[config.mk]
export PLATFORM = sky130hd
export DESIGN_NAME = vga_timing_gen
export DESIGN_NICKNAME = d
export VERILOG_FILES = /design/src/rtl/vga_timing_pkg.sv /design/src/rtl/vga_pixel_tick.sv /design/src/rtl/vga_timing_gen.sv
export SDC_FILE = /design/constraint.sdc
export NUM_CORES = 1
export LEC_CHECK = 0
export ABC_AREA = 0
export BUFFER_PORTS_ARGS = -buffer_cell sky130_fd_sc_hd__buf_2
export CORE_MARGIN = 5
export CORE_UTILIZATION = 25
export CTS_BUF_LIST = sky130_fd_sc_hd__clkbuf_8
export CTS_CLUSTER_SIZE = 30
export DETAILED_ROUTE_END_ITERATION = 12
export HOLD_SLACK_MARGIN = 0.08
export SYNTH_ARGS = -nofsm -noshare
export SYNTH_HDL_FRONTEND = slang
export SYNTH_SLANG_ARGS = --single-unit
export TNS_END_PERCENT = 30
[constraint.sdc]
create_clock -name clk -period 2.82 [get_ports clk]
set_clock_uncertainty 0.2 [all_clocks]
set_input_delay 0.564 -clock clk [delete_from_list [all_inputs] [get_ports clk]]
set_output_delay 0.564 -clock clk [all_outputs]
set_load 0.02 [all_outputs]
[src/rtl/vga_timing_pkg.sv]
// Shared 640x480@60 raster constants, sync polarity values and the coordinate
// type used by the timing generator and the pixel-colour blocks.
package vga_timing_pkg;

  localparam int COORD_W = 10;
  typedef logic [COORD_W-1:0] coord_t;

  localparam int H_VISIBLE_DEF = 640;
  localparam int H_FP_DEF      = 16;
  localparam int H_SYNC_DEF    = 96;
  localparam int H_BP_DEF      = 48;
  localparam int H_TOTAL_DEF   = H_VISIBLE_DEF + H_FP_DEF + H_SYNC_DEF + H_BP_DEF;

  localparam int V_VISIBLE_DEF = 480;
  localparam int V_FP_DEF      = 10;
  localparam int V_SYNC_DEF    = 2;
  localparam int V_BP_DEF      = 33;
  localparam int V_TOTAL_DEF   = V_VISIBLE_DEF + V_FP_DEF + V_SYNC_DEF + V_BP_DEF;

  localparam logic SYNC_ACTIVE_LOW  = 1'b0;
  localparam logic SYNC_ACTIVE_HIGH = 1'b1;

endpackage

[src/rtl/vga_pixel_tick.sv]
// Pixel-rate divider: one tick every CLK_DIV enabled system clocks; the phase
// is frozen while en is low.
module vga_pixel_tick #(
  parameter int CLK_DIV = 4
) (
  input  logic clk,
  input  logic reset_n,
  input  logic en,
  output logic tick
);

  localparam int DIV_W = (CLK_DIV > 1) ? $clog2(CLK_DIV) : 1;
  localparam logic [DIV_W-1:0] DIV_LAST = DIV_W'(CLK_DIV - 1);

  generate
    if (CLK_DIV < 1 || CLK_DIV > 16) begin : g_bad_div
      $error("vga_pixel_tick: CLK_DIV must be in 1..16");
    end
  endgenerate

  logic [DIV_W-1:0] div_cnt_q, div_cnt_d;

  always_comb begin
    tick      = en && (div_cnt_q == DIV_LAST);
    div_cnt_d = div_cnt_q;
    if (tick) begin
      div_cnt_d = '0;
    end else if (en) begin
      div_cnt_d = div_cnt_q + 1'b1;
    end
  end

  always_ff @(posedge clk or negedge reset_n) begin
    if (!reset_n) begin
      div_cnt_q <= '0;
    end else begin
      div_cnt_q <= div_cnt_d;
    end
  end

endmodule

[src/rtl/vga_timing_gen.sv]
// Raster timing generator: H/V counters advanced on pixel ticks, with
// registered sync, display-enable and coordinate outputs.
module vga_timing_gen
  import vga_timing_pkg::*;
#(
  parameter int   CLK_DIV   = 4,
  parameter int   H_VISIBLE = H_VISIBLE_DEF,
  parameter int   H_FP      = H_FP_DEF,
  parameter int   H_SYNC    = H_SYNC_DEF,
  parameter int   H_BP      = H_BP_DEF,
  parameter int   V_VISIBLE = V_VISIBLE_DEF,
  parameter int   V_FP      = V_FP_DEF,
  parameter int   V_SYNC    = V_SYNC_DEF,
  parameter int   V_BP      = V_BP_DEF,
  parameter logic SYNC_POL  = SYNC_ACTIVE_LOW
) (
  input  logic       clk,
  input  logic       reset_n,
  input  logic       en,
  output logic       h_sync,
  output logic       v_sync,
  output logic       DE,
  output logic [9:0] x_pixel,
  output logic [9:0] y_pixel,
  output logic       p_tick,
  output logic       frame_start
);

  localparam int H_TOTAL = H_VISIBLE + H_FP + H_SYNC + H_BP;
  localparam int V_TOTAL = V_VISIBLE + V_FP + V_SYNC + V_BP;

  localparam coord_t H_LAST   = coord_t'(H_TOTAL - 1);
  localparam coord_t V_LAST   = coord_t'(V_TOTAL - 1);
  localparam coord_t H_VIS_C  = coord_t'(H_VISIBLE);
  localparam coord_t V_VIS_C  = coord_t'(V_VISIBLE);
  localparam coord_t HS_FIRST = coord_t'(H_VISIBLE + H_FP);
  localparam coord_t HS_LAST  = coord_t'(H_VISIBLE + H_FP + H_SYNC - 1);
  localparam coord_t VS_FIRST = coord_t'(V_VISIBLE + V_FP);
  localparam coord_t VS_LAST  = coord_t'(V_VISIBLE + V_FP + V_SYNC - 1);

  generate
    if (H_TOTAL > 1024 || V_TOTAL > 1024) begin : g_bad_total
      $error("vga_timing_gen: H_TOTAL and V_TOTAL must not exceed 1024");
    end
  endgenerate

  logic   tick;
  coord_t h_cnt_q, h_cnt_d, v_cnt_q, v_cnt_d;
  logic   de_q, de_d, h_sync_q, h_sync_d, v_sync_q, v_sync_d;
  coord_t x_q, x_d, y_q, y_d;
  logic   p_tick_q, p_tick_d, frame_start_q, frame_start_d;

  vga_pixel_tick #(.CLK_DIV(CLK_DIV)) u_pixel_tick (
    .clk     (clk),
    .reset_n (reset_n),
    .en      (en),
    .tick    (tick)
  );

  always_comb begin
    h_cnt_d = h_cnt_q;
    v_cnt_d = v_cnt_q;
    if (tick) begin
      if (h_cnt_q == H_LAST) begin
        h_cnt_d = '0;
        v_cnt_d = (v_cnt_q == V_LAST) ? '0 : v_cnt_q + 1'b1;
      end else begin
        h_cnt_d = h_cnt_q + 1'b1;
      end
    end
  end

  // Outputs decode the post-increment counts so they line up with x/y.
  always_comb begin
    de_d          = de_q;
    h_sync_d      = h_sync_q;
    v_sync_d      = v_sync_q;
    x_d           = x_q;
    y_d           = y_q;
    p_tick_d      = tick;
    frame_start_d = 1'b0;
    if (tick) begin
      x_d           = h_cnt_d;
      y_d           = v_cnt_d;
      de_d          = (h_cnt_d < H_VIS_C) && (v_cnt_d < V_VIS_C);
      h_sync_d      = (h_cnt_d >= HS_FIRST && h_cnt_d <= HS_LAST) ? SYNC_POL : ~SYNC_POL;
      v_sync_d      = (v_cnt_d >= VS_FIRST && v_cnt_d <= VS_LAST) ? SYNC_POL : ~SYNC_POL;
      frame_start_d = (h_cnt_d == '0) && (v_cnt_d == '0);
    end
  end

  always_ff @(posedge clk or negedge reset_n) begin
    if (!reset_n) begin
      h_cnt_q       <= H_LAST;
      v_cnt_q       <= V_LAST;
      de_q          <= 1'b0;
      h_sync_q      <= ~SYNC_POL;
      v_sync_q      <= ~SYNC_POL;
      x_q           <= '0;
      y_q           <= '0;
      p_tick_q      <= 1'b0;
      frame_start_q <= 1'b0;
    end else begin
      h_cnt_q       <= h_cnt_d;
      v_cnt_q       <= v_cnt_d;
      de_q          <= de_d;
      h_sync_q      <= h_sync_d;
      v_sync_q      <= v_sync_d;
      x_q           <= x_d;
      y_q           <= y_d;
      p_tick_q      <= p_tick_d;
      frame_start_q <= frame_start_d;
    end
  end

  assign h_sync      = h_sync_q;
  assign v_sync      = v_sync_q;
  assign DE          = de_q;
  assign x_pixel     = x_q;
  assign y_pixel     = y_q;
  assign p_tick      = p_tick_q;
  assign frame_start = frame_start_q;

endmodule

# --- Yosys cells after proc, flatten, opt, wreduce, memory -nomap -nowiden ---
# Index checks and enable logic that the tools add are counted.
classes:
  n_reduce_logical: 8
  mux: 10
  n_addsub: 3
  order_cmp: 6
  shifts: 0
  eq_ne: 3
  n_div: 0
  mul: 0
  bitwise_logic: 0
ops:
  columns: ["op", "count"]
  rows:
  - ["$mux W10", 5]
  - ["$add A10 B1 Y10 const B", 2]
  - ["$eq A10 B10 Y1 const B", 2]
  - ["$logic_not A10 Y1", 2]
  - ["$ge A10 B10 Y1 const B", 1]
  - ["$ge A10 B9 Y1 const B", 1]
  - ["$le A10 B10 Y1 const B", 1]
  - ["$le A10 B9 Y1 const B", 1]
  - ["$lt A10 B10 Y1 const B", 1]
  - ["$lt A10 B9 Y1 const B", 1]
  - ["$logic_and A1 B1 Y1", 5]
  - ["$mux W2", 2]
  - ["$mux W1", 3]
  - ["$add A2 B1 Y2 const B", 1]
  - ["$eq A2 B2 Y1 const B", 1]
  - ["$reduce_bool A2 Y1", 1]
totals:
  latchBits: 0
  elab_cells: 40
  in_bits: 3
  ram_bits: 0
  register_bits: 47
  rom_bits: 0
  mem_count: 0

# --- Depth between registers and ports, before layout ---
logic_depth:
  ltp_word: 7
  depth_mapped: 9
  depth_no_buf: 8

# --- Hierarchy ---
# From an unflattened synthesis, not the netlist that was laid out.
unflattened:
  cells_unflattened: 283
  hier_area_um2: 2682.6
modules_own_cells:
  columns: ["module", "area_per_inst_um2", "cells_per_inst", "n_inst"]
  rows:
  - ["vga_timing_gen", 2581.2, 276, 1]
  - ["vga_pixel_tick", 101.3, 7, 1]

# --- Worst setup path after synthesis ---
# OpenSTA, ideal clock, no wires.
synth_timing:
  kind: "register to register"
  startpoint: "register h_cnt_q[0]"
  endpoint: "register frame_start_q, in the netlist frame_start"
  slack_ns: 0.352
  arrival_ns: 2.168
  setup_ns: 0.100
  path_stages_with_launch: 8
  required_time_ns: 2.520
  path_cell_list: "dfstp_2 ha_1 and4_1 and3_1 buf_4 o21ai_1 or4b_1 nor4bb_1"
synth_between:
  elab_chain_len: 6
synth_rtl:
  columns: ["item", "line", "source"]
  rows:
  - ["from (decl)", "vga_timing_gen.sv:48", "coord_t h_cnt_q, h_cnt_d, v_cnt_q, v_cnt_d;"]
  - ["from (signal assigned)", "vga_timing_gen.sv:104", "h_cnt_q <= h_cnt_d;"]
  - ["$add A10 B1 Y10 / $eq A10 B10 Y1 (equally long branches)", "vga_timing_gen.sv:68, vga_timing_gen.sv:64", null]
  - ["$mux W10 *", "vga_timing_gen.sv:64", "if (h_cnt_q == H_LAST) begin"]
  - ["$mux W10 *", "vga_timing_gen.sv:63", "if (tick) begin"]
  - ["net h_cnt_d[3]", "vga_timing_gen.sv:48", null]
  - ["$logic_not A10 Y1 *", "vga_timing_gen.sv:88", "frame_start_d = (h_cnt_d == '0) && (v_cnt_d == '0);"]
  - ["$logic_and A1 B1 Y1 *", "vga_timing_gen.sv:88", null]
  - ["$mux W1 *", "vga_timing_gen.sv:82", "if (tick) begin"]
  - ["net frame_start_d", "vga_timing_gen.sv:51", "logic p_tick_q, p_tick_d, frame_start_q, frame_start_d;"]
  - ["to (signal assigned)", "vga_timing_gen.sv:112", "frame_start_q <= frame_start_d;"]
  - ["to (decl)", "vga_timing_gen.sv:51", null]
# The timed path passes the listed nets; every way through them passes the cells marked *.
# A chain may end at the register's enable or synchronous reset.

# --- Worst setup path after layout ---
layout_timing:
  startpoint: "register h_cnt_q[0]"
  endpoint: "register frame_start_q, in the netlist frame_start"
layout_between:
  elab_chain_len: 6
layout_rtl:
  columns: ["item", "line"]
  rows:
  - ["$eq A10 B10 Y1", "vga_timing_gen.sv:64"]
  - ["$mux W10", "vga_timing_gen.sv:64"]
  - ["$mux W10", "vga_timing_gen.sv:63"]
  - ["net v_cnt_d[8]", "vga_timing_gen.sv:48"]
  - ["$logic_not A10 Y1", "vga_timing_gen.sv:88"]
  - ["$logic_and A1 B1 Y1", "vga_timing_gen.sv:88"]
  - ["$mux W1", "vga_timing_gen.sv:82"]
  - ["net frame_start_d", "vga_timing_gen.sv:51"]
# The timed path passes the listed nets, and every way through them passes these cells.

==> summary.md <==
| Metric | Value |
|---|---|
| Run status | `finished clean` |
| Setup WS pre-CTS | `0.197 ns` |
| Total Power | `1770 uW` |
| Initial antenna violation count | `0` |
| Setup Viol. Count Final | `0` |
| Sw frac | `between 30 and 40%` |
| Die area | `12200 um^2` |
| Clk slew on worst S/H paths | `~0.080 ns` |
| Worst reg2reg path startpoint | `h_cnt_q[0]` |
| Syn_area_per_cell | `9.16 um^2` |
| R2R depth | `7` |
| Primary FF master, synth | `dfrtp_1` |
| Mapped Area | `roughly 2500 um^2` |
| Number of synthesized flops with an enable pin | `0` |
| Core Box Area | `a little under 10000 um^2` |
| Drt via density | `approximately 4.7` |
| GR Overflow Total | `0` |
| Final period util | `92.1%` |
| Placed Area | `2830 um^2` |
| Port Buffers | `27` |
| Sequential share of power | `50.8%` |
| Clock group share of total power | `22.0%` |
| DR pass1 iterations | `4` |
| GPL Wtd Cong | `0.923` |
| First-pass GRT wire length | `10.6 mm` |
| Cell count after synthesis | `276` |
| N_diodes | `0` |
| Fin util | `29.8%` |
| Num CTS Buffers | `5` |
| #FFs+latches synth | `between 40 and 50` |
| Pleak | `0.00128 uW` |
| RSZ-0062 raised after global routing | `false` |
| Pint | `1160 uW` |
| R2r setup slk | `between 0.2 and 0.25 ns` |
| Yosys cell types | `52` |
| Die width | `111 um` |
| CTS sink count | `between 40 and 50` |
| Worst slew pin tran | `just under 0.5 ns` |
| WL final | `6.10 mm` |
| Async SR Flop Fraction | `100%` |
| Average wire per cell in the routed design | `13.9 um` |
| Kind of critical path | `flip-flop to flip-flop` |
| Worst Path Arrival | `2.60 ns` |
| Antenna Nets Post-Route | `0` |
| Nets@finish | `313` |
| Residual DRC count | `0` |
| Switching pwr | `approximately 610 uW` |
| Final WS setup | `0.222 ns` |
| Final Hold Fails | `0` |
| Hold EP | `x_pixel[3]` |
| Max Clock Freq | `385 MHz` |
| Hold wc startpoint | `x_pixel[3]` |
| Proportion of layout cells with a drive suffix above 1 | `23.5%` |
| CTS tree | `yes` |
| Critical Path RT | `approximately 2.8 ns` |
| Worst VDD drop | `between 150 and 200 uV` |
| Hold Crit Class | `flip-flop to flip-flop` |
| Starting Density | `25.8%` |
| Via count | `2061` |
| Die H | `111 um` |
| Layout area overhead | `15.8%` |
| Max clock buf depth | `2` |
| Worst Hold Path Cells | `2` |
| H-Tree Depth | `2` |
| Post-route cell area | `2930 um^2` |
| CP Launch Type | `flip-flop` |
| FF-to-FF End | `frame_start` |
| Clock Latency Late Sink | `0.30 ns` |
| Crit-path max FO | `6` |
| Largest net degree at the start of global routing | `34` |
| Syn_nets | `283` |
| All-Layer GR Usage | `10.4%` |
| Critical path endpoint category | `flip-flop` |
| Dpl hpwl | `4.59 mm` |
| Worst slew margin | `about two thirds` |
| Fin. max-slew vios | `0` |
| Rows | `36` |
| Number of global-route vias before repair | `2069` |
| Warning count from the yosys run | `0` |
| 1st-iter DRT viols | `between 150 and 200` |
| Final min period | `between 2 and 3 ns` |
| Setup TNS | `0 ns` |
| Cells along the critical path | `ha_1 -> and4_1 -> and3_1 -> nand2_1 -> xnor2_1 -> or4b_1 -> nor4bb_1` |
| Slowest stage delay, CP | `just under 0.6 ns` |
| Logic pwr share | `27.2%` |
| Seq/Total Area, Yosys | `47.1%` |
| Clock root buffer | `clkbuf_8` |
| Io pins | `28` |
| Max-cap viol count | `0` |
| PD cells | `605 nW/um^2` |
| Slowest cell on the critical path | `dfstp_2` |
critical path: cells and delay by family (launching register included):
kind	cells	cell delay, ns
XOR/XNOR	1	0.16
flip-flops	1	0.59
adder cells (fa/ha/maj)	1	0.20
AND/OR/NAND/NOR	5	1.36
layer usage:
metal  wire [um]  global-route usage, %  up-vias  part of all wire (%)
met5           0                      0        -                     0
met4         102                   3.78        0                   1.7
met3         348                   2.79        8                   5.7
met2        2650                   15.5       65                    43
met1        3000                   14.4      953                    49
li1            -                      -     1035                     -
power groups by stage:
stage	Combinational [uW]	Clock (uW)	Sequential, uW
after floorplan	278	0	955
after global placement	483	0	910
after detailed placement	493	0	916
after CTS	495	409	905
after global routing	545	435	925
final	482	390	900
placed cells by master (no fill, tap or decap), drive strengths merged, types with 2 or more instances in the layout:
cell type and count:
and4 2, nand3 11, clkinv 3, mux2 3, o31ai 3, buf 40
or3b 2, clkbuf 5, nor4b 2, a31oi 3, ha 4, and3 3
dfstp 12, nor4 3, dfrtp 35, a21oi 9, a22o 2, o21ai 31
xnor2 11, a211o 2, nand4 5, nor2 19, inv 4, nand2 51
xor2 6, nor2b 2, or3 4, nor3 8, and2 4, o22a 2
layout make-up:
class,count,area (um^2)
fillers,1087,6890
multi-input cells,207,1230
flip-flops and latches,47,1190
repair buffers,41,243
well taps,133,166
clock buffers,5,68.8
clock inverters,3,15.0
inverters,4,15.0
state kept, by name (all words and copies together), names as in the netlist:
name	count
DE	1
x_pixel	10
v_sync	1
h_cnt_q	10
u_pixel_tick.div_cnt_q	2
y_pixel	10
v_cnt_q	10
h_sync	1
frame_start	1
p_tick	1
synthesized netlist by cell type (2+ instances only):
master    number  area (um^2)
o21ai_0       30          150
dfrtp_1       35          876
dfstp_2       12          315
xnor2_1       11         96.3
ha_1           4         50.1
and3_1         3         18.8
a22o_1         2         17.5
a211o_1        2         17.5
or3_1          4         25.0
a21oi_1        9         45.0
clkbuf_1       7         26.3
xor2_1         6         52.6
inv_1          4         15.0
and2_1         3         18.8
nor4_1         3         18.8
nor2_1        19         71.3
nor2b_1        2         12.5
nor3_1         8         40.0
buf_2          6         30.0
buf_4          3         22.5
mux2_2         3         33.8
a31oi_1        3         18.8
nand2_1       50          188
nand3_1       10         50.1
or3b_2         2         17.5
and4_1         2         17.5
o22a_1         2         17.5
o31ai_1        3         22.5
nand4_1        5         31.3
logic make-up (layout without fill, tap and decap cells):
group	after synthesis	after routing	synth area share, %
AO/OA/AOI/OAI	61	61	15.0
XOR/XNOR	17	17	5.89
adder cells (fa/ha/maj)	4	4	1.98
buffers and inverters	22	53	4.30
flip-flops	47	47	47.1
multiplexers	3	3	1.34
AND/OR/NAND/NOR	122	122	24.3
how the worst max path moves through the flow:
stage	from	to	slack [ns]
3_5_place_dp	h_cnt_q[0]	frame_start	0.20
5_1_grt	h_cnt_q[0]	frame_start	0.002
3_3_place_gp	h_cnt_q[0]	frame_start	0.22
2_1_floorplan	h_cnt_q[0]	frame_start	0.35
4_1_cts	h_cnt_q[0]	frame_start	0.17
6_report	h_cnt_q[0]	frame_start	0.22
per-stage QoR:
step           hold slack (ns)  std cells
2_1_floorplan           0.0684        276
3_3_place_gp             0.262        431
3_5_place_dp             0.264        431
4_1_cts                  0.283        440
5_1_grt                  0.300        440
6_report                 0.273        440
what timing repair did:
| item | CTS | global route |
|---|---|---|
| hold endpoints to repair | 12 | 0 |
| setup endpoints to repair | 0 | 1 |
| setup buffers | 0 | 0 |
| hold buffers | 1 | 0 |
| gates resized for setup | 0 | 1 |
(Power assumes the default switching activity.)
